==> src/rtl/instr_encoder.sv <==
// Packs MIPS instruction descriptors into 32-bit words and writes them to
// sequential instruction-memory addresses over a write/ack handshake.
module instr_encoder #(
  parameter int unsigned ADDR_W    = 8,
  parameter int unsigned BASE_ADDR = 0
) (
  input  logic              clk,
  input  logic              rst_n,
  input  logic              start,
  input  logic              in_valid,
  output logic              in_ready,
  input  logic [2:0]        in_kind,
  input  logic [4:0]        in_rs,
  input  logic [4:0]        in_rt,
  input  logic [4:0]        in_rd,
  input  logic [4:0]        in_shamt,
  input  logic [5:0]        in_funct,
  input  logic [15:0]       in_imm,
  input  logic [25:0]       in_target,
  input  logic              in_last,
  output logic              mem_we,
  output logic [ADDR_W-1:0] mem_addr,
  output logic [31:0]       mem_wdata,
  input  logic              mem_ack,
  output logic [ADDR_W:0]   count,
  output logic              done,
  output logic              err
);

  localparam logic [ADDR_W-1:0] BASE  = ADDR_W'(BASE_ADDR);
  localparam logic [ADDR_W:0]   DEPTH = {1'b1, {ADDR_W{1'b0}}};

  typedef enum logic [2:0] {IDLE, ACCEPT, WRITE, DONE, ERR} state_t;

  state_t      state;
  logic        last_q;
  logic        legal;
  logic [31:0] word;
  logic [ADDR_W:0] count_next;

  always_comb begin
    legal = 1'b1;
    word  = '0;
    case (in_kind)
      3'd0:    word = {6'b000000, in_rs, in_rt, in_rd, in_shamt, in_funct};
      3'd1:    word = {6'b100011, in_rs, in_rt, in_imm};
      3'd2:    word = {6'b101011, in_rs, in_rt, in_imm};
      3'd3:    word = {6'b000100, in_rs, in_rt, in_imm};
      3'd4:    word = {6'b000010, in_target};
      default: legal = 1'b0;
    endcase
  end

  assign count_next = count + 1'b1;

  always_ff @(posedge clk or negedge rst_n) begin
    if (!rst_n) begin
      state     <= IDLE;
      in_ready  <= 1'b0;
      mem_we    <= 1'b0;
      done      <= 1'b0;
      err       <= 1'b0;
      mem_addr  <= BASE;
      mem_wdata <= '0;
      count     <= '0;
      last_q    <= 1'b0;
    end else begin
      case (state)
        IDLE, DONE, ERR: begin
          if (start) begin
            state    <= ACCEPT;
            in_ready <= 1'b1;
            done     <= 1'b0;
            err      <= 1'b0;
            count    <= '0;
            mem_addr <= BASE;
          end
        end
        ACCEPT: begin
          if (in_valid) begin
            in_ready <= 1'b0;
            if (legal) begin
              mem_wdata <= word;
              last_q    <= in_last;
              mem_we    <= 1'b1;
              state     <= WRITE;
            end else begin
              err   <= 1'b1;
              state <= ERR;
            end
          end
        end
        WRITE: begin
          if (mem_ack) begin
            mem_we   <= 1'b0;
            count    <= count_next;
            mem_addr <= mem_addr + 1'b1;
            // last takes priority so a program filling exactly DEPTH words is not an overflow
            if (last_q) begin
              done  <= 1'b1;
              state <= DONE;
            end else if (count_next == DEPTH) begin
              err   <= 1'b1;
              state <= ERR;
            end else begin
              in_ready <= 1'b1;
              state    <= ACCEPT;
            end
          end
        end
        default: state <= IDLE;
      endcase
    end
  end

endmodule

==> config.mk <==
export PLATFORM = sky130hd
export DESIGN_NAME = instr_encoder
export DESIGN_NICKNAME = d
export VERILOG_FILES = /design/src/rtl/instr_encoder.sv
export SDC_FILE = /design/constraint.sdc
export NUM_CORES = 1
export LEC_CHECK = 0
export BUFFER_PORTS_ARGS = -buffer_cell sky130_fd_sc_hd__buf_4
export CORE_MARGIN = 4
export CORE_UTILIZATION = 52
export DETAILED_ROUTE_END_ITERATION = 12
export HOLD_SLACK_MARGIN = 0.02
export PLACE_DENSITY = 0.95
export SYNTH_ARGS = -nofsm -noshare
export SYNTH_HDL_FRONTEND = slang
export SYNTH_SLANG_ARGS = --single-unit
==> constraint.sdc <==
create_clock -name clk -period 3.5 [get_ports clk]
set_input_delay 0.175 -clock clk [delete_from_list [all_inputs] [get_ports clk]]
set_output_delay 0.175 -clock clk [all_outputs]
set_load 0.03 [all_outputs]
# Word-level counts from Yosys, hierarchy flattened
# Cells that the tools add are included.
word_totals:
  register_bits: 57
  output_inout_bits: 53
  wordCells: 78
  in_bits: 77
classes:
  add_sub_neg: 2
  n_mux: 35
  n_eq_ne: 18
  reduce_logical: 14
ops:
  columns: ["operator", "n"]
  rows:
  - ["32-bit one-hot mux with 5 select lines", 1]
  - ["3-bit 2-to-1 mux", 6]
  - ["9-bit 2-to-1 mux", 2]
  - ["2-bit != test (second input constant)", 9]
  - ["9-bit one-hot mux with 2 select lines", 1]
  - ["1-bit 2-to-1 mux", 17]
  - ["8-bit 2-to-1 mux", 2]
  - ["8-bit one-hot mux with 2 select lines", 1]
  - ["3-bit by 2-bit == test with 1-bit output (second input constant)", 4]
  - ["9-bit by 1-bit adder with 9-bit output (second input constant)", 1]
  - ["9-bit == test (second input constant)", 1]
  - ["3-bit one-hot mux with 3 select lines", 1]
  - ["3-bit AND reduction", 3]
  - ["8-bit by 1-bit adder with 8-bit output (second input constant)", 1]
  - ["4-bit AND reduction", 2]
  - ["7-bit AND reduction", 1]
  - ["3-bit by 1-bit == test with 1-bit output (second input constant)", 2]
  - ["3-bit == test (second input constant)", 2]
  - ["3-bit zero test", 2]
  - ["1-bit one-hot mux with 3 select lines", 2]
  - ["6-bit AND reduction", 1]
  - ["5-bit OR reduction", 1]
  - ["1-bit one-hot mux with 2 select lines", 2]
  - ["2-bit nonzero test", 2]
  - ["2 further kinds", 2]

# Longest topological paths before layout
logic_depth:
  word_depth: 6
  mapped_depth: 7
  depth_no_buf: 6

# Least setup slack after synthesis
# OpenSTA, ideal clock, no wires.
synth_timing:
  path_type: "reg2reg"
  startpoint: "register count[0]"
  endpoint: "register in_ready"
  arrival_ns: 1.801
  setup_ns: 0.132
  slack_ns: 1.566
  path_stages_with_launch: 7
  period_less_slack_ns: 1.934
  path_buffers: 0
  required_time_ns: 3.368
  cell_sequence: "dfrtp_1 ha_1 nand3_1 xnor2_1 nand3_1 a2111oi_0 o31ai_1"
synth_between:
  elab_chain_len: 4
synth_rtl:
  columns: ["item", "line_no", "source"]
  rows:
  - ["start: declaration", "25", "output logic [ADDR_W:0] count,"]
  - ["start signal: assignment", "96", "count <= count_next;"]
  - ["9-bit by 1-bit adder with 9-bit output", "54", "assign count_next = count + 1'b1;"]
  - ["9-bit == test", "102", "end else if (count_next == DEPTH) begin"]
  - ["2-bit != test (no line)", null, null]
  - ["6-bit AND reduction (no line)", null, null]
  - ["end signal: assignment", "59", "in_ready <= 1'b0;"]
  - ["end signal: assignment", "72", "in_ready <= 1'b1;"]
  - ["end signal: assignment", "106", "in_ready <= 1'b1;"]
  - ["end: declaration", "11", "output logic in_ready,"]
# No other way between the ends.
# A chain may end at the register's enable or synchronous reset.

# Final worst setup path
layout_timing:
  startpoint: "register state[0]"
  endpoint: "register last_q"
layout_between:
  elab_chain_len: 2
layout_rtl:
  columns: ["item", "line_no", "source"]
  rows:
  - ["start: declaration", "35", "state_t state;"]
  - ["start signal: assignment", "58", "state <= IDLE;"]
  - ["start signal: assignment", "71", "state <= ACCEPT;"]
  - ["start signal: assignment", "86", "state <= WRITE;"]
  - ["3-bit by 1-bit == test with 1-bit output", "68", "case (state)"]
  - ["3-bit AND reduction (no line)", null, null]
  - ["end signal: assignment", "84", "last_q <= in_last;"]
  - ["end: declaration", "36", "logic last_q;"]
# No other way between the ends.

==> flow_results.org <==
** Layout
- Final nets :: roughly 560
- At the end of the flow the core is filled with cells to roughly 73%.
- Cells with a size suffix above 1 make up 31.72% of the layout.
- The repair_antennas step left the layout with diodes totalling 0.
- Number of inserted filler cells in the final layout :: 424
- Relative area change from synthesis to final layout :: 33.77%

** Timing
- Achievable Freq :: 427.8 MHz
- Transition time at the pin with the least slew margin :: around 1 ns
- Measured against its own limit, the worst slew margin works out to between 30% and 40%.
- Clock Skews :: 0.009956 ns
- Final setup slack of the worst path :: approximately 1.2 ns
- Count of endpoints failing hold in the final timing report :: 0
- Setup total negative slack on the finished layout was measured at 0 ns.
- For the finished layout, the period the worst path requires is around 2.3 ns.
- Setup-failing EPs final :: 0
- Max-slew violation count :: 0
- Setup repair after global routing left no endpoint under its margin.
- Final worst-path cycle share :: between 60% and 70%

** Pwr
- The analysis attributes to cell leakage a power of about 0.0020 uW.
- Maximum resistive drop on vdd :: 0.3629 mV
- The clock network accounts for about 13% of the total power.
- Flop pwr share :: 37.4%
- In this run the power spent charging and discharging nets is approximately 1200 uW.
- Of the total power, the share spent switching nets is a little under half.
- The internal portion of the total power is about 1500 uW.
- For this design the ratio of total power to cell area is around 670 nW/um^2.
- Per report_power, the combinational group accounts for between 40% and 50% of the total.

** Critical path
- Reg2reg start :: state[0]
- The worst setup path is captured at a flop.
- The largest single stage delay on the critical path is between 0.6 and 0.7 ns.
- Traced cell by cell, the critical path runs through nand2b_1 > a211oi_4 > nand2_2 > mux2_2.
- Category of the most critical setup path :: reg2reg
- Worst R2R Setup Slack :: about 1.2 ns
- Of all nets on the critical path, the largest fanout is 61.
- Startpoint type of the worst setup path :: flop
- At the worst endpoint, the arrival time is approximately 2.5 ns.
- Critical-path cell with the highest stage delay :: sky130_fd_sc_hd__dfrtp_1
- End of the worst register-to-register path :: last_q
- Worst Reg2Reg Path Length in Cells :: 4
- Data on the critical path is required at its endpoint by 3.69 ns.

** Detailed routing
- Via density per instance :: about 5.7
- In this run the remaining antenna-violating nets after routing total 0.
- Total via count in the routed design :: 3125
- 1st-iter DRT viols :: 178
- Number of iterations in the first detailed-routing pass :: 4
- Wire length after detailed routing :: 8.538 mm
- In the routed design, unresolved DRC markers number 0.
- Post-DR wirelength/cell :: 15.58 um

** Synth
- In this run, synthesis produced a sequential element count of 55.
- Synthesis produced a netlist whose cell count is ~360.
- The number of nets handed over by synthesis was ~440.
- Among all flip-flop cells after synthesis, the most frequent one is sky130_fd_sc_hd__dfrtp_1.
- The synthesized design devotes to its leading area cell type ~45% of total area.
- Synthesis instantiated 50 different standard cells from the library.
- Ranked by total cell area, the synthesized netlist is headed by sky130_fd_sc_hd__dfrtp_1 45%, sky130_fd_sc_hd__nand2_1 10%, sky130_fd_sc_hd__a31oi_1 5.5%, sky130_fd_sc_hd__a21oi_1 4.2%, sky130_fd_sc_hd__o21ai_0 4.2%.
- In this run the mean area of a mapped cell was 8.428 um^2.
- Cell Area, Synth :: around 3100 um^2
- Library cell occupying the most area in the post-synthesis netlist :: sky130_fd_sc_hd__dfrtp_1
- In the synthesized netlist the async set-or-reset flop fraction comes to between 90% and 100%.
- Yosys mapped a number of flops with a built-in enable equal to 0.
- Most frequent cell after synthesis :: sky130_fd_sc_hd__nand2_1
- By count the netlist is led by 85 x sky130_fd_sc_hd__nand2_1, 55 x sky130_fd_sc_hd__dfrtp_1, 27 x sky130_fd_sc_hd__a31oi_1.
- For this run, the number of Yosys warnings is 0.
- Register area share after synthesis :: between 40% and 50%

** Placement
- Count of input and output buffers :: 128
- Once detailed placement completed, the half-perimeter wirelength came to roughly 6.5 mm.
- At the placement stage, the worst setup path has a slack of around 1.1 ns.
- Routability congestion estimate :: about 0.87

** Global route
- Global routing consumed, over all layers together, roughly a quarter of the routing resources.
- Number of global-route vias before repair :: a little over 3000
- The first global-routing pass estimated 13.80 mm of wire.
- Overflow left after global routing :: 0
- Pin count of the biggest net entering global routing :: 62
- The number of antenna violations at the first check in global routing came to 0.

** Die
- Die height :: around 85 um
- Width of the chip :: about 85 um
- The total area inside the core boundary comes to 5608 um^2.
- Total die area :: between 7000 and 8000 um^2
- Total number of placement rows :: 27
- For this configuration, the core starts out at a cell density of 54.71%.
- 130 I/O pins were placed.

** Clock tree
- Clock-pin slew was measured on the worst setup and hold paths at around 0.10 ns.
- Post-CTS repair changed the size of 0 cells.
- CTS saw between 50 and 60 sinks.
- TritonCTS buffer count :: 5
- Clock tree synthesis selected as its root buffer the cell sky130_fd_sc_hd__clkbuf_8.
- The clock reaches the later pin of the worst-skew pair after between 0.3 and 0.4 ns.
- The clock passes through at most 2 buffers.
- CTS tree :: built
- CTS built an H-tree with a depth of 2.

** Worst hold path
- The tightest min-delay check is of the in2reg type.
- The startpoint identified for the worst hold timing path is in_kind[0].
- WHS Endpoint :: mem_wdata[29]
- Worst Hold Path Cells :: 2

** Flow run
- Number of violations of the max-capacitance limit :: 0

** Outcome
- The run finished with clean final reports.
## layout make-up
type                    count  area (um^2)  share of cell area (%)
inverters                   1        3.754                 0.09146
clock buffers               6        82.58                   2.012
flip-flops and latches     55         1376                   33.54
multi-input cells         281         1553                   37.84
clock inverters             1        5.005                  0.1220
well taps                  72        90.09                   2.195
repair buffers            132        993.5                   24.21
## power by group through the flow
stage          clock, uW  sequential (uW)  combinational [uW]
3_3_place_gp           0             1020                1320
2_1_floorplan          0             1300                 580
4_1_cts              357             1020                1370
3_5_place_dp           0             1030                1370
5_1_grt              386             1050                1470
6_report             354             1030                1360
## layout by cell type (no fill, tap or decap), types with 3 or more instances in the layout
master,n
sky130_fd_sc_hd__o31ai_1,3
sky130_fd_sc_hd__nand2b_1,5
sky130_fd_sc_hd__a21oi_1,26
sky130_fd_sc_hd__a31oi_1,27
sky130_fd_sc_hd__nand2_1,85
sky130_fd_sc_hd__dfrtp_1,55
sky130_fd_sc_hd__o21ai_0,26
sky130_fd_sc_hd__clkbuf_8,6
sky130_fd_sc_hd__ha_1,3
sky130_fd_sc_hd__nand3b_1,4
sky130_fd_sc_hd__and3_1,3
sky130_fd_sc_hd__nor2b_1,12
sky130_fd_sc_hd__xnor2_1,4
sky130_fd_sc_hd__o21ai_1,18
sky130_fd_sc_hd__xor2_1,4
sky130_fd_sc_hd__nand3_1,9
sky130_fd_sc_hd__nor2_1,14
sky130_fd_sc_hd__nand4_1,3
sky130_fd_sc_hd__buf_4,131
## state kept, by name, summed over array words and instances, names as in the netlist, 3 cells and up
name	cells
mem_wdata	30
count	9
mem_addr	8
state	3
## worst max-delay path by stage
stage | cells past startpoint | start | to
after global placement | 5 | in_kind[1] | last_q
after global routing | 4 | state[0] | last_q
after floorplan | 6 | count[0] | in_ready
final | 4 | state[0] | last_q
after detailed placement | 5 | in_kind[1] | last_q
after CTS | 4 | state[0] | last_q
## logic make-up (layout without fill, tap and decap cells)
logic type / count (synthesis) / after routing / synth area share [%]
AOI/OAI and AO/OA: 117 / 117 / 23.16
other: 1 / 1 / 0.1222
adders and majority gates: 3 / 3 / 1.224
and+or+nand+nor: 148 / 148 / 22.35
DFF: 55 / 55 / 44.86
buffers and inverters: 28 / 140 / 4.608
muxes: 4 / 4 / 1.387
xor gates and xnor gates: 8 / 8 / 2.284
## layer usage
layer | track usage [%] | wire length [um]
met3 | 6.408 | 808
met1 | 28.45 | 3242
met2 | 40.07 | 4326
met4 | 7.482 | 160
met5 | 0 | 0
## worst max-delay path: cells and delay by family (launching register included)
kind             cells  cell delay [ns]
multiplexers         1             0.50
AO/OA/AOI/OAI        1             0.30
flip-flops           1             0.63
AND/OR/NAND/NOR      2             0.79
## stage by stage
| stage | instance area (um^2) | std cells | power (uW) | hold slack, ns |
|---|---|---|---|---|
| after floorplan | 3068 | 364 | 1884 | -0.1206 |
| after global placement | 4006 | 540 | 2339 | 0.2563 |
| after detailed placement | 4006 | 540 | 2397 | 0.2602 |
| after CTS | 4104 | 548 | 2748 | 0.1113 |
| after global routing | 4104 | 548 | 2909 | 0.1012 |
| final | 4104 | 548 | 2741 | 0.1171 |
## what timing repair did
item	in CTS	in global routing
buffers inserted	0	0
hold buffers	1	0
hold endpoints to repair	55	0
(Power assumes the default switching activity.)
